## config.mk

```make
export PLATFORM = sky130hd
export DESIGN_NAME = exe_div_flat
export DESIGN_NICKNAME = d
export VERILOG_FILES = /design/src/rtl/exe_div_pkg.sv /design/src/rtl/exe_div_if.sv /design/src/rtl/exe_div_iter.sv /design/src/rtl/exe_div.sv /design/src/flat_wrapper.sv
export SDC_FILE = /design/constraint.sdc
export NUM_CORES = 1
export LEC_CHECK = 0
export CORE_UTILIZATION = 63
export DETAILED_ROUTE_END_ITERATION = 10
export GPL_TIMING_DRIVEN = 0
export PLACE_DENSITY = 0.87
export SYNTH_ARGS = -nofsm -noshare
export SYNTH_HDL_FRONTEND = slang
export SYNTH_SLANG_ARGS = --single-unit
```

## constraint.sdc

```tcl
create_clock -name clk -period 7.8 [get_ports clk]
set_clock_uncertainty 0.15 [all_clocks]
set_input_delay 0.78 -clock clk [delete_from_list [all_inputs] [get_ports clk]]
set_output_delay 0.78 -clock clk [all_outputs]
set_load 0.05 [all_outputs]
```

## src/rtl/exe_div_pkg.sv

```systemverilog
// exe_div_pkg: shared types and constants for the iterative divide unit.
package exe_div_pkg;
    typedef enum logic [1:0] {DIV_S, DIV_U, REM_S, REM_U} DivOp_t;
    typedef enum logic [1:0] {IDLE, CALC, FIX, DONE} DivState_t;
    localparam logic Enable_  = 1'b0;
    localparam logic Disable_ = 1'b1;
endpackage

```

## src/rtl/exe_div_if.sv

```systemverilog
// exe_div_if: issue, flush and writeback signals of the divide unit.
interface exe_div_if import exe_div_pkg::*; #(parameter int DATA = 32, parameter int ROB = 5) ();
    logic            issue_div_;
    DivOp_t          issue_op;
    logic [ROB-1:0]  issue_rob;
    logic [DATA-1:0] issue_src1;
    logic [DATA-1:0] issue_src2;
    logic            flush_;
    logic            div_busy;
    logic            wb_e_;
    logic [ROB-1:0]  wb_rob;
    logic [DATA-1:0] wb_data;
    logic            wb_grant_;
    modport master (output issue_div_, issue_op, issue_rob, issue_src1, issue_src2, flush_, wb_grant_,
                    input div_busy, wb_e_, wb_rob, wb_data);
    modport slave (input issue_div_, issue_op, issue_rob, issue_src1, issue_src2, flush_, wb_grant_,
                   output div_busy, wb_e_, wb_rob, wb_data);
endinterface

```

## src/rtl/exe_div_iter.sv

```systemverilog
// div_iter: one combinational radix-2 restoring divide step.
module div_iter #(parameter int DATA = 32) (
    input  logic [DATA:0]   rem,
    input  logic [DATA-1:0] quo,
    input  logic [DATA-1:0] dvs,
    output logic [DATA:0]   rem_n,
    output logic [DATA-1:0] quo_n
);
    logic [DATA+1:0] diff;
    assign diff  = {rem, quo[DATA-1]} - {2'b00, dvs};
    assign rem_n = diff[DATA+1] ? {rem[DATA-1:0], quo[DATA-1]} : diff[DATA:0];
    assign quo_n = {quo[DATA-2:0], ~diff[DATA+1]};
endmodule

```

## src/rtl/exe_div.sv

```systemverilog
// exe_div: iterative DIV/DIVU/REM/REMU unit with a held writeback result.
// Optional DIV_REUSE_EN: replay the last completed result for matching operands.
module exe_div import exe_div_pkg::*; #(parameter int DATA = 32, parameter int ROB = 5) (
    input logic clk,
    input logic reset_,
    exe_div_if.slave d
);
    localparam int CW = $clog2(DATA);
    localparam logic [DATA-1:0] MIN = {1'b1, {(DATA-1){1'b0}}};
    DivState_t state;
    logic [DATA:0] rem, rem_n;
    logic [DATA-1:0] quo, quo_n, dvs, a_mag, b_mag, q_fix, r_fix, hit_data;
    logic [CW-1:0] cnt;
    logic is_rem, neg_q, neg_r, sgn, a_neg, b_neg, issue_rem, ovf, hit;
    assign sgn       = d.issue_op inside {DIV_S, REM_S};
    assign issue_rem = d.issue_op inside {REM_S, REM_U};
    assign a_neg     = sgn & d.issue_src1[DATA-1];
    assign b_neg     = sgn & d.issue_src2[DATA-1];
    assign a_mag     = a_neg ? -d.issue_src1 : d.issue_src1;
    assign b_mag     = b_neg ? -d.issue_src2 : d.issue_src2;
    assign ovf       = sgn && d.issue_src1 == MIN && &d.issue_src2;
    assign q_fix     = neg_q ? -quo : quo;
    assign r_fix     = neg_r ? -rem[DATA-1:0] : rem[DATA-1:0];
    div_iter #(.DATA(DATA)) u_iter (.rem(rem), .quo(quo), .dvs(dvs), .rem_n(rem_n), .quo_n(quo_n));
`ifdef DIV_REUSE_EN
    logic last_v, last_sgn, pend_sgn;
    logic [DATA-1:0] last_a, last_b, last_q, last_r, pend_a, pend_b;
    assign hit      = last_v && last_sgn == sgn && last_a == d.issue_src1 && last_b == d.issue_src2;
    assign hit_data = issue_rem ? last_r : last_q;
    // Valid survives flushes; only reset forgets the stored result.
    always_ff @(posedge clk or negedge reset_) begin
        if (!reset_) begin
            {last_v, last_sgn, pend_sgn} <= '0;
            {last_a, last_b, last_q, last_r, pend_a, pend_b} <= '0;
        end else if (d.flush_) begin
            if (state == IDLE && !d.issue_div_) {pend_sgn, pend_a, pend_b} <= {sgn, d.issue_src1, d.issue_src2};
            if (state == FIX) begin
                {last_v, last_sgn, last_a, last_b} <= {1'b1, pend_sgn, pend_a, pend_b};
                {last_q, last_r} <= {q_fix, r_fix};
            end
        end
    end
`else
    assign hit      = 1'b0;
    assign hit_data = '0;
`endif
    always_ff @(posedge clk or negedge reset_) begin
        if (!reset_) begin
            state      <= IDLE;
            d.div_busy <= 1'b0;
            d.wb_e_    <= Disable_;
            d.wb_rob   <= ROB'(0);
            d.wb_data  <= '0;
            {rem, quo, dvs, cnt, is_rem, neg_q, neg_r} <= '0;
        end else if (!d.flush_) begin
            state      <= IDLE;
            d.div_busy <= 1'b0;
            d.wb_e_    <= Disable_;
        end else begin
            case (state)
                IDLE: if (!d.issue_div_) begin
                    d.div_busy <= 1'b1;
                    d.wb_rob   <= d.issue_rob;
                    is_rem     <= issue_rem;
                    neg_q      <= a_neg ^ b_neg;
                    neg_r      <= a_neg;
                    quo        <= a_mag;
                    dvs        <= b_mag;
                    rem        <= '0;
                    cnt        <= CW'(DATA - 1);
                    if (d.issue_src2 == '0 || ovf || hit) begin
                        d.wb_data <= d.issue_src2 == '0 ? (issue_rem ? d.issue_src1 : '1) :
                                     ovf ? (issue_rem ? '0 : MIN) : hit_data;
                        d.wb_e_   <= Enable_;
                        state     <= DONE;
                    end else state <= CALC;
                end
                CALC: begin
                    rem <= rem_n;
                    quo <= quo_n;
                    cnt <= cnt - 1'b1;
                    if (cnt == '0) state <= FIX;
                end
                FIX: begin
                    d.wb_data <= is_rem ? r_fix : q_fix;
                    d.wb_e_   <= Enable_;
                    state     <= DONE;
                end
                DONE: if (!d.wb_grant_) begin
                    d.wb_e_    <= Disable_;
                    d.div_busy <= 1'b0;
                    state      <= IDLE;
                end
                default: state <= IDLE;
            endcase
        end
    end
    // Issue must respect busy; a strobe while busy is silently dropped.
    assert property (@(posedge clk) disable iff (!reset_) !(d.div_busy && !d.issue_div_));
endmodule

```

## src/flat_wrapper.sv

```systemverilog
// flat-port wrapper written by rule: the top's interface ports become plain ports
module exe_div_flat import exe_div_pkg::*;
#(parameter int DATA = 32, parameter int ROB = 5)
  (clk, reset_, d_issue_div_, d_issue_op, d_issue_rob, d_issue_src1, d_issue_src2, d_flush_, d_wb_grant_, d_div_busy, d_wb_e_, d_wb_rob, d_wb_data);
  exe_div_if #(.DATA(DATA), .ROB(ROB)) d_i ();
  input logic clk;
  input logic reset_;
  input wire logic [$bits(d_i.issue_div_)-1:0] d_issue_div_;
  input wire logic [$bits(d_i.issue_op)-1:0] d_issue_op;
  input wire logic [$bits(d_i.issue_rob)-1:0] d_issue_rob;
  input wire logic [$bits(d_i.issue_src1)-1:0] d_issue_src1;
  input wire logic [$bits(d_i.issue_src2)-1:0] d_issue_src2;
  input wire logic [$bits(d_i.flush_)-1:0] d_flush_;
  input wire logic [$bits(d_i.wb_grant_)-1:0] d_wb_grant_;
  output wire logic [$bits(d_i.div_busy)-1:0] d_div_busy;
  output wire logic [$bits(d_i.wb_e_)-1:0] d_wb_e_;
  output wire logic [$bits(d_i.wb_rob)-1:0] d_wb_rob;
  output wire logic [$bits(d_i.wb_data)-1:0] d_wb_data;
  assign d_i.issue_div_ = d_issue_div_;
  assign d_i.issue_op = d_issue_op;
  assign d_i.issue_rob = d_issue_rob;
  assign d_i.issue_src1 = d_issue_src1;
  assign d_i.issue_src2 = d_issue_src2;
  assign d_i.flush_ = d_flush_;
  assign d_i.wb_grant_ = d_wb_grant_;
  assign d_div_busy = d_i.div_busy;
  assign d_wb_e_ = d_i.wb_e_;
  assign d_wb_rob = d_i.wb_rob;
  assign d_wb_data = d_i.wb_data;
  exe_div #(.DATA(DATA), .ROB(ROB)) u_core (.clk(clk), .reset_(reset_), .d(d_i));
endmodule
```

Word-level counts from Yosys, hierarchy flattened --
Cells that the tools add are included.
Storage, ports and cells: register bits 146, bits of input ports 76, output and inout port bits 39, logic and storage cells 89
Cells by class: add/subtract/negate cells 6, eq/ne operators 14, muxes and demuxes 34, bitwise gates (word level) 5, reduce and logical (&&, ||, !) cells 18
Operators by type and width (number):
- $mux W32 | 12
- $neg A32 Y32 | 4
- $pmux W32 S2 | 2
- $mux W33 | 2
- $pmux W33 S2 | 1
- $sub A34 B32 Y34 | 1
- $eq A32 B32 Y1 const B | 1
- $logic_not A32 Y1 | 1
- $reduce_and A32 Y1 | 1
- $reduce_and A3 Y1 | 4
- $mux W2 | 5
- $pmux W5 S2 | 1
- $eq A2 B2 Y1 const B | 4
- $pmux W2 S4 | 1
- $reduce_and A4 Y1 | 2
- $reduce_bool A2 Y1 | 4
- $mux W1 | 7
- $ne A3 B2 Y1 const B | 2
- $ne A3 B3 Y1 const B | 2
- $logic_not A5 Y1 | 1
- $mux W5 | 1
- $sub A5 B1 Y5 const B | 1
- $logic_not A2 Y1 | 2
- $ne A4 B1 Y1 const B | 1
- 11 further kinds | 14

Longest topological paths before layout --
Gate-level depths: netlist (run 1).
depth after elaboration 9, depth in mapped cells 14, mapped depth without buffers 14

Hierarchy --
Synthesis (run 1) repeated with hierarchy kept, for this count alone.
Second synthesis, totals: cells, all modules 1450, area, all modules 11682.5 sq um
By module, submodules not included:
- exe_div | instances 1, cells an instance 1091, area an instance 9278.9 sq um, seq. area each 3654.8 sq um
- div_iter | instances 1, cells an instance 359, area an instance 2403.6 sq um, seq. area each 0.0 sq um

Worst setup path after synthesis (run 1) --
OpenSTA, ideal clock, no wires.
path kind reg-to-reg, start reg u_core.rem[0], end reg u_core.rem[18], library setup time 0.132 ns, data arrival time 3.083 ns, data required time 7.518 ns, setup slack 4.435 ns, stages on the path, launching flop included 14, buffers on the path 2, clock period less this slack 3.365 ns, cells stage by stage dfrtp_1 ha_1 nor2b_1 o31a_1 o31a_1 o41a_1 a211oi_2 nor2_1 a31oi_1 and2_1 buf_6 buf_6 mux2i_1 o21ai_1
On the way: cells in the longest elaborated chain, start to end 3
RTL lines:
- from (decl) | RTL line exe_div.sv:11 | logic [DATA:0] rem, rem_n;
- from (signal assigned) | RTL line exe_div.sv:79 | rem <= rem_n;
- $sub A34 B32 Y34 | RTL line exe_div_iter.sv:10 | assign diff = {rem, quo[DATA-1]} - {2'b00, dvs};
- $mux W33 | RTL line exe_div_iter.sv:11 | assign rem_n = diff[DATA+1] ? {rem[DATA-1:0], quo[DATA-1]} : diff[DATA:0];
- $pmux W33 S2 | RTL line exe_div.sv:60 | case (state)
Every way passes these cells. A chain may end at the register's enable or synchronous reset.

Final worst setup path (run 1) --
start reg u_core.quo[31], end reg u_core.rem[30]
On the way: cells in the longest elaborated chain, start to end 3
RTL lines:
- from (decl) | RTL line exe_div.sv:12 | logic [DATA-1:0] quo, quo_n, dvs, a_mag, b_mag, q_fix, r_fix, hit_data;
- from (signal assigned) | RTL line exe_div.sv:67 | quo <= a_mag;
- from (signal assigned) | RTL line exe_div.sv:80 | quo <= quo_n;
- $sub A34 B32 Y34 | RTL line exe_div_iter.sv:10
- $mux W33 | RTL line exe_div_iter.sv:11
- $pmux W33 S2 | RTL line exe_div.sv:60
Every way passes these cells.

==> results of run 1 <==
[worst max-delay path: stages (launching register included)]
cell      delay, ns
dfrtp_1        0.40
inv_1          0.16
ha_1           0.22
inv_1          0.06
fa_1           0.43
a211oi_1       0.42
nor3_1         0.12
nor4_1         0.58
o31ai_1        0.26
a21oi_1        0.39
o21ai_0        0.24
a221oi_1       0.53
o21ai_0        0.19
xnor2_1        0.24
o21ai_0        0.11
[layer usage]
metal | global-route usage, % | up-vias | wire (µm)
li1 | - | 5262 | -
met1 | 52.4 | 5465 | 14200
met2 | 60.0 | 816 | 15700
met3 | 12.6 | 141 | 4220
met4 | 19.5 | 0 | 1530
met5 | 0 | - | 0
[placed cells by master, fill, tap and decap left out, drive strengths merged, types with 5 or more instances in the layout]
master and n:
and2 6, clkbuf 81, o2111a 14, ha 43, a21o 18, nand4 12
nor4 17, a221o 5, nor2 115, nor2b 7, o31ai 36, a211oi 10
o41ai 13, dfrtp 145, nor3 23, or2 6, o211ai 9, or3 23
nand2b 16, o21a 5, xor2 83, o22a 7, mux2i 23, a31oi 25
xnor2 64, mux2 6, clkdlybuf4s50 113, o21ai 157, or4 10, clkinv 5
inv 61, buf 18, a21oi 124, a32oi 6, nand3 29, nand2 153
[cells in the mapped netlist (5+ instances only)]
library cell  number
a211oi_1           9
o31ai_1           35
and2_1             6
nand2_1          153
nand4_1           12
a21oi_1          124
clkbuf_1          63
buf_1              5
o22a_1             7
xnor2_1           64
o2111a_1          14
nor3_1            21
xor2_1            83
mux2i_1           23
a221o_1            5
o211ai_1           9
nand2b_1          16
inv_1             58
ha_1              43
dfrtp_1          145
mux2_2             6
a32oi_1            6
buf_2              8
or4_1              7
a21o_1            18
o21a_1             5
o41ai_1           13
o21ai_1           14
nor4_1            14
nor2_1           115
a31oi_1           25
o21ai_0          142
nor2b_1            7
or3_1             21
nand3_1           28
[layout make-up]
| type | count | area (µm²) | area share [%] |
|---|---|---|---|
| plain buffers | 79 | 329 | 2.47 |
| clock buffers | 18 | 439 | 3.30 |
| clock inverters | 14 | 179 | 1.34 |
| inverters | 58 | 218 | 1.63 |
| multi-input cells | 1106 | 7050 | 52.9 |
| flip-flops and latches | 146 | 3650 | 27.4 |
| well taps | 225 | 282 | 2.11 |
| repair buffers | 115 | 1170 | 8.78 |
[flip-flops by register name, indices dropped and copies added (netlist names)]
signal,count
u_core.rem,33
u_core.d.wb_data,32
u_core.dvs,32
u_core.quo,32
u_core.cnt,5
u_core.d.wb_rob,5
u_core.state,2
u_core.d.div_busy,1
u_core.d.wb_e_,1
u_core.is_rem,1
u_core.neg_q,1
u_core.neg_r,1
[power groups by stage]
| stage | clock network (µW) | logic (µW) | registers, µW |
|---|---|---|---|
| detailed placement | 0 | 2030 | 1230 |
| CTS | 873 | 2060 | 1220 |
| floorplan | 0 | 1120 | 1520 |
| finish | 876 | 2100 | 1230 |
| global route | 908 | 2270 | 1260 |
| global placement | 0 | 1980 | 1220 |
[path summary, 6_finish.rpt]
kind                                            start                    endpoint  slack, ns  cells after the start
min in group clk            u_core.dvs[7]$_DFFE_PN0P_   u_core.dvs[7]$_DFFE_PN0P_       0.33                      2
max reg2reg                u_core.quo[31]$_DFFE_PN0P_  u_core.rem[30]$_DFFE_PN0P_       3.18                     14
min                                            reset_  u_core.dvs[29]$_DFFE_PN0P_       0.23                      1
max                        u_core.quo[31]$_DFFE_PN0P_  u_core.rem[30]$_DFFE_PN0P_       3.18                     14
min reg2reg                 u_core.dvs[7]$_DFFE_PN0P_   u_core.dvs[7]$_DFFE_PN0P_       0.33                      2
max in group asynchronous                      reset_  u_core.d.wb_e_$_DFFE_PN1P_       6.38                      2
[cells by family after synthesis]
family	count (synthesis)
xor gates and xnor gates	147
AOI/OAI and AO/OA	454
muxes	29
and+or+nand+nor	432
adders and majority gates	44
buffers and inverters	137
DFF	146
[metrics by stage]
stage,hold WS [ns],util (%),total power [µW],worst slack [ns]
final,0.227,76.7,4210,3.18
after global routing,0.329,76.7,4430,3.05
after CTS,0.294,76.7,4150,3.37
after detailed placement,0.322,73.1,3260,3.11
after global placement,0.316,73.0,3200,-0.0768
after floorplan,0.300,-,2640,4.43
==> summary.txt, run 1 <==
Clocking
  – Clk sinks: roughly 150
  – Maximum buffer depth of the clock tree: 2
  – Clock Latency Late Sink: 0.44 ns
  – CTS clk-pin slew, worst paths: ~0.070 ns
  – Post-CTS Hold Buffers: 0
  – CTS tree: built
  – CTS root buffer: clkbuf_16
  – CTS buffer count: 17
  – Post CTS Setup Buffer Count: 0
  – Post-CTS sizing: 0
  – CTS H-Tree Depth: 4

Job
  – Max Cap Viol: 0

Timing
  – Slew Limit Headroom: approximately two fifths
  – Tmin final: 4.62 ns
  – Final critical-path share of the clock period: just under 60%
  – Sum Neg Setup Slack: 0 ns
  – Final hold vios: 0
  – Final setup violation count: 0
  – Fin. max-slew vios: 0
  – Max Freq: about 220 MHz
  – RSZ-0062 raised after global routing: no
  – Worst slew pin tran: approximately 0.90 ns

Drt
  – Vias/cell: approximately 6.6
  – DRC violations left: 0
  – Total iterations of the first detailed-routing run: 9
  – Wire length per cell: about 20 µm
  – Initial DRC count: roughly 1.4k
  – DR vias: around 12k
  – Antenna Violating Nets Remaining: 0
  – Final WL: roughly 36,000 µm

Logic synthesis
  – Largest family of logic cells by synthesized area: compound AO/OA/AOI/OAI gates
  – EDFF count, synth: 0
  – Cell Area, Synth: about 11,000 µm²
  – Multiplexer area fraction after synthesis: about 2.6%
  – Compound-Gate Fraction of Synth Area: ~25%
  – Synth Warn #: 0
  – Post-synthesis adder-cell area fraction: 4.96%
  – Post-Synth Simple-Gate Area: between 10% and 20%
  – Synth cell types: just under 70
  – Sequential area share after synthesis: 32.5%
  – Mean Syn Cell Area: 8.10 µm²
  – Syn_nets: 1,509
  – Register bit total from synthesis: 146
  – Synth top area share: between 30% and 40%
  – Ranking of synthesized cells by area: dfrtp_1, xor2_1, o21ai_0, a21oi_1, nand2_1
  – Cell taking the most area after synthesis: dfrtp_1
  – Synth Flop Type: dfrtp_1
  – Ys async rst share: 100%
  – Synth Area in XOR/XNOR: a little under an eighth
  – Post-Synthesis Cells: 1,389

Global routing
  – Largest net degree at the start of global routing: 88
  – First-pass GRT wire length: 57,000 µm
  – Vias in the first global route: around 11k
  – Antenna violations before repair: 0
  – GRT Total Usage: roughly two fifths
  – GRT overflow: 0

Power and ir drop
  – Gate power share: 49.8%
  – VDD IR-drop max: between 0.2 and 0.25 mV
  – Lkg Pwr: between 0.005 and 0.006 µW
  – Switch share: between 40% and 50%
  – Sw power: between 1500 and 2000 µW
  – Reg power frac: between 20 and 30%
  – Pint: about 2300 µW
  – Clock power share: about a fifth
  – Power per Cell Area: about 320 nW/µm²

Floorplan
  – Die ar.: 18,400 µm²
  – Std-Cell Core Area: between 15,000 and 20,000 µm²
  – Die height: between 100 and 150 µm
  – Row count: 48
  – Die width: between 100 and 150 µm
  – Top Ports: 115
  – Initial core utilization: about 65%

Layout
  – Final #Nets: around 1.6k
  – Post-route cell area: between 10,000 and 15,000 µm²
  – Non-Filler Instances: around 1.8k
  – Fraction of layout cells with a size suffix above 1: 4.69%
  – Fillers: around 1.3k
  – Area Overhead vs Synth: 18.4%
  – Ant. Diodes: 0

Placement
  – Global placer's final weighted congestion: around 0.95
  – Placement Cell Area: 12,700 µm²
  – # port buffers: around 110
  – Dpl cells: approximately 1.7k
  – HPWL Detailed: between 20,000 and 30,000 µm

Setup path
  – Startpoint Class: flip-flop
  – Worst Path Required: between 7 and 8 ns
  – Setup CP Type: reg -> reg
  – CP arrival: between 4 and 5 ns
  – Crit path max fanout: 4
  – CP Capture Type: flip-flop

Worst hold path
  – Hold/Removal Path Class: in -> async

Outcome
  – Outcome: completed
(Power assumes the default switching activity.)
==> run 2: changes to the inputs <==
--- a/config.mk
+++ b/config.mk
@@ -5,10 +5,10 @@
 export SDC_FILE = /design/constraint.sdc
 export NUM_CORES = 1
 export LEC_CHECK = 0
-export CORE_UTILIZATION = 63
+export CORE_UTILIZATION = 53
 export DETAILED_ROUTE_END_ITERATION = 10
 export GPL_TIMING_DRIVEN = 0
-export PLACE_DENSITY = 0.87
+export PLACE_DENSITY = 0.78
 export SYNTH_ARGS = -nofsm -noshare
 export SYNTH_HDL_FRONTEND = slang
 export SYNTH_SLANG_ARGS = --single-unit
==> constraint.sdc (replaced) <==
create_clock -name clk -period 3.8 [get_ports clk]
set_clock_uncertainty 0.15 [all_clocks]
set_input_delay 0.38 -clock clk [delete_from_list [all_inputs] [get_ports clk]]
set_output_delay 0.38 -clock clk [all_outputs]
set_load 0.05 [all_outputs]
==> summary.txt, run 2 (synthesized netlist as in run 1, its figures left out) <==
Outcome
  – Outcome: completed

Clocking
  – Maximum buffer depth of the clock tree: 2
  – CTS buffer count: 17
  – CTS root buffer: clkbuf_16
  – CTS clk-pin slew, worst paths: about 0.070 ns
  – CTS tree: built
  – CTS H-Tree Depth: 4
  – Clk sinks: around 150
  – Clock Latency Late Sink: 0.44 ns

Global routing
  – GRT overflow: 0
  – First-pass GRT wire length: 58,100 µm
  – GRT Total Usage: 34.0%
  – Largest net degree at the start of global routing: 82
  – Vias in the first global route: around 11k
  – Antenna violations before repair: 0

Timing
  – Max Freq: about 270 MHz
  – Slew Limit Headroom: roughly 43%
  – Worst slew pin tran: about 0.85 ns
  – Final critical-path share of the clock period: 97.9%
  – Final setup violation count: 0
  – Final hold vios: 0
  – Final setup margin: between 0.07 and 0.08 ns
  – Fin. max-slew vios: 0
  – Tmin final: between 3 and 4 ns

Setup path
  – R2R Path Start: u_core.rem[0]$_DFFE_PN0P_
  – Flop2flop setup slack: just under 0.08 ns
  – CP max-delay cell: o41a_1
  – Worst Path Required: around 4.0 ns
  – Setup CP Type: reg -> reg
  – Crit-path cells: ha_1, nor2b_1, o31a_1, o31a_1, o41a_1, a211oi_4, nor2_2, o41a_1, and2_4, buf_12, mux2i_1, o21ai_1
  – CP arrival: roughly 3.9 ns
  – CP Capture Type: flip-flop
  – R2R cell count: 12
  – CP peak stage delay: 0.46 ns
  – Reg-to-Reg End: u_core.rem[16]$_DFFE_PN0P_
  – Startpoint Class: flip-flop
  – Crit path max fanout: 10

Drt
  – Final WL: 35,800 µm
  – DRC violations left: 0
  – Antenna Violating Nets Remaining: 0
  – Wire length per cell: ~20 µm
  – Total iterations of the first detailed-routing run: 6
  – Initial DRC count: 1,443
  – DR vias: approximately 12k
  – Vias/cell: between 6 and 7

Worst hold path
  – Hold/Removal Path Class: in -> async

Floorplan
  – Die ar.: between 20,000 and 25,000 µm²
  – Top Ports: 115
  – Die height: approximately 150 µm
  – Die width: roughly 150 µm
  – Initial core utilization: ~55%
  – Row count: between 50 and 60
  – Std-Cell Core Area: between 20,000 and 25,000 µm²

Layout
  – Final #Nets: between 1.5k and 2k
  – Fraction of layout cells with a size suffix above 1: under 10%
  – Reg area: ~3700 µm²
  – Fillers: about 1.7k
  – Area Overhead vs Synth: 21.2%
  – Most frequent cells in the layout: nand2_1, dfrtp_1, o21ai_0
  – Commonest non-fill, non-tap cell in the layout: nand2_1
  – Non-Filler Instances: about 1.8k
  – Max reg flops: 33
  – Ant. Diodes: 0
  – Area of the multi-input gates: between 7000 and 8000 µm²
  – Top reg by flops: u_core.rem

Placement
  – HPWL Detailed: between 20,000 and 30,000 µm
  – Dpl ws: -0.408 ns
  – Global placer's final weighted congestion: a little over 0.9
  – Dpl cells: approximately 1.8k
  – # port buffers: around 110

Power and ir drop
  – Lkg Pwr: 0.00558 µW
  – VDD IR-drop max: 0.529 mV
  – Power per Cell Area: between 600 and 700 nW/µm²
  – Total power: a little under 9000 µW

Job
  – Max Cap Viol: 0
==> run 2: worst max-delay path by stage <==
| stage | end | start | slack (ns) |
|---|---|---|---|
| floorplan | u_core.rem[18]$_DFFE_PN0P_ | u_core.rem[0]$_DFFE_PN0P_ | 0.43 |
| global placement | u_core.d.wb_data[24]$_DFFE_PN0P_ | reset_ | -3.80 |
| detailed placement | u_core.d.wb_data[4]$_DFFE_PN0P_ | d_issue_src2[4] | -0.41 |
| CTS | u_core.rem[14]$_DFFE_PN0P_ | u_core.rem[0]$_DFFE_PN0P_ | -0.02 |
| global route | u_core.rem[17]$_DFFE_PN0P_ | u_core.dvs[1]$_DFFE_PN0P_ | -0.008 |
| finish | u_core.rem[16]$_DFFE_PN0P_ | u_core.rem[0]$_DFFE_PN0P_ | 0.08 |
==> run 2: repair_timing <==
action                                  4_1_cts  5_1_grt
resized for setup                            20       22
pin swaps                                     8       14
endpoints found under the setup margin       34       66
cloned                                        0        0
hold buffers                                  1        0
setup buffers                                 7        5
endpoints found under the hold margin        65        0
==> run 2: worst max-delay path, delay by kind of cell (launching register included) <==
kind | cells | cell delay (ns)
and+or+nand+nor | 3 | 0.50
DFF | 1 | 0.43
adders and majority gates | 1 | 0.29
buffers and inverters | 1 | 0.16
AOI/OAI and AO/OA | 6 | 1.84
muxes | 1 | 0.20
==> run 2: final cells by class <==
type | count | area share (%)
Buffer | 78 | 2.44
Clock buffer | 20 | 3.20
Clock inverter | 12 | 1.17
Inverter | 58 | 1.60
Multi-Input combinational cell | 1106 | 52.8
Sequential cell | 146 | 26.8
Tap cell | 270 | 2.48
Timing Repair Buffer | 128 | 9.50
==> run 2: power by group <==
part | leakage [µW] | internal [µW] | switching (µW) | total, µW
Combinational | 0.00348 | 1650 | 2740 | 4390
Sequential | 0.00183 | 2070 | 477 | 2540
Clock | 0.000273 | 1030 | 720 | 1750
==> run 2: per-layer routing <==
layer	GRT usage [%]	wire, µm	vias up
li1	-	-	5293
met1	47.4	15500	5557
met2	52.7	16200	600
met3	6.88	3120	85
met4	10.9	964	0
met5	0	0	-
==> run 2: per-stage QoR <==
step	hold WS (ns)	cell area [µm²]	util, %	TNS, ns
2_1_floorplan	-0.0656	11200	-	0
3_3_place_gp	0.316	12700	62.1	-565.37
3_5_place_dp	0.269	12800	62.2	-15.79
4_1_cts	0.333	13500	65.8	-0.0291
5_1_grt	0.348	13600	66.5	-0.00752
6_report	0.329	13600	66.5	0
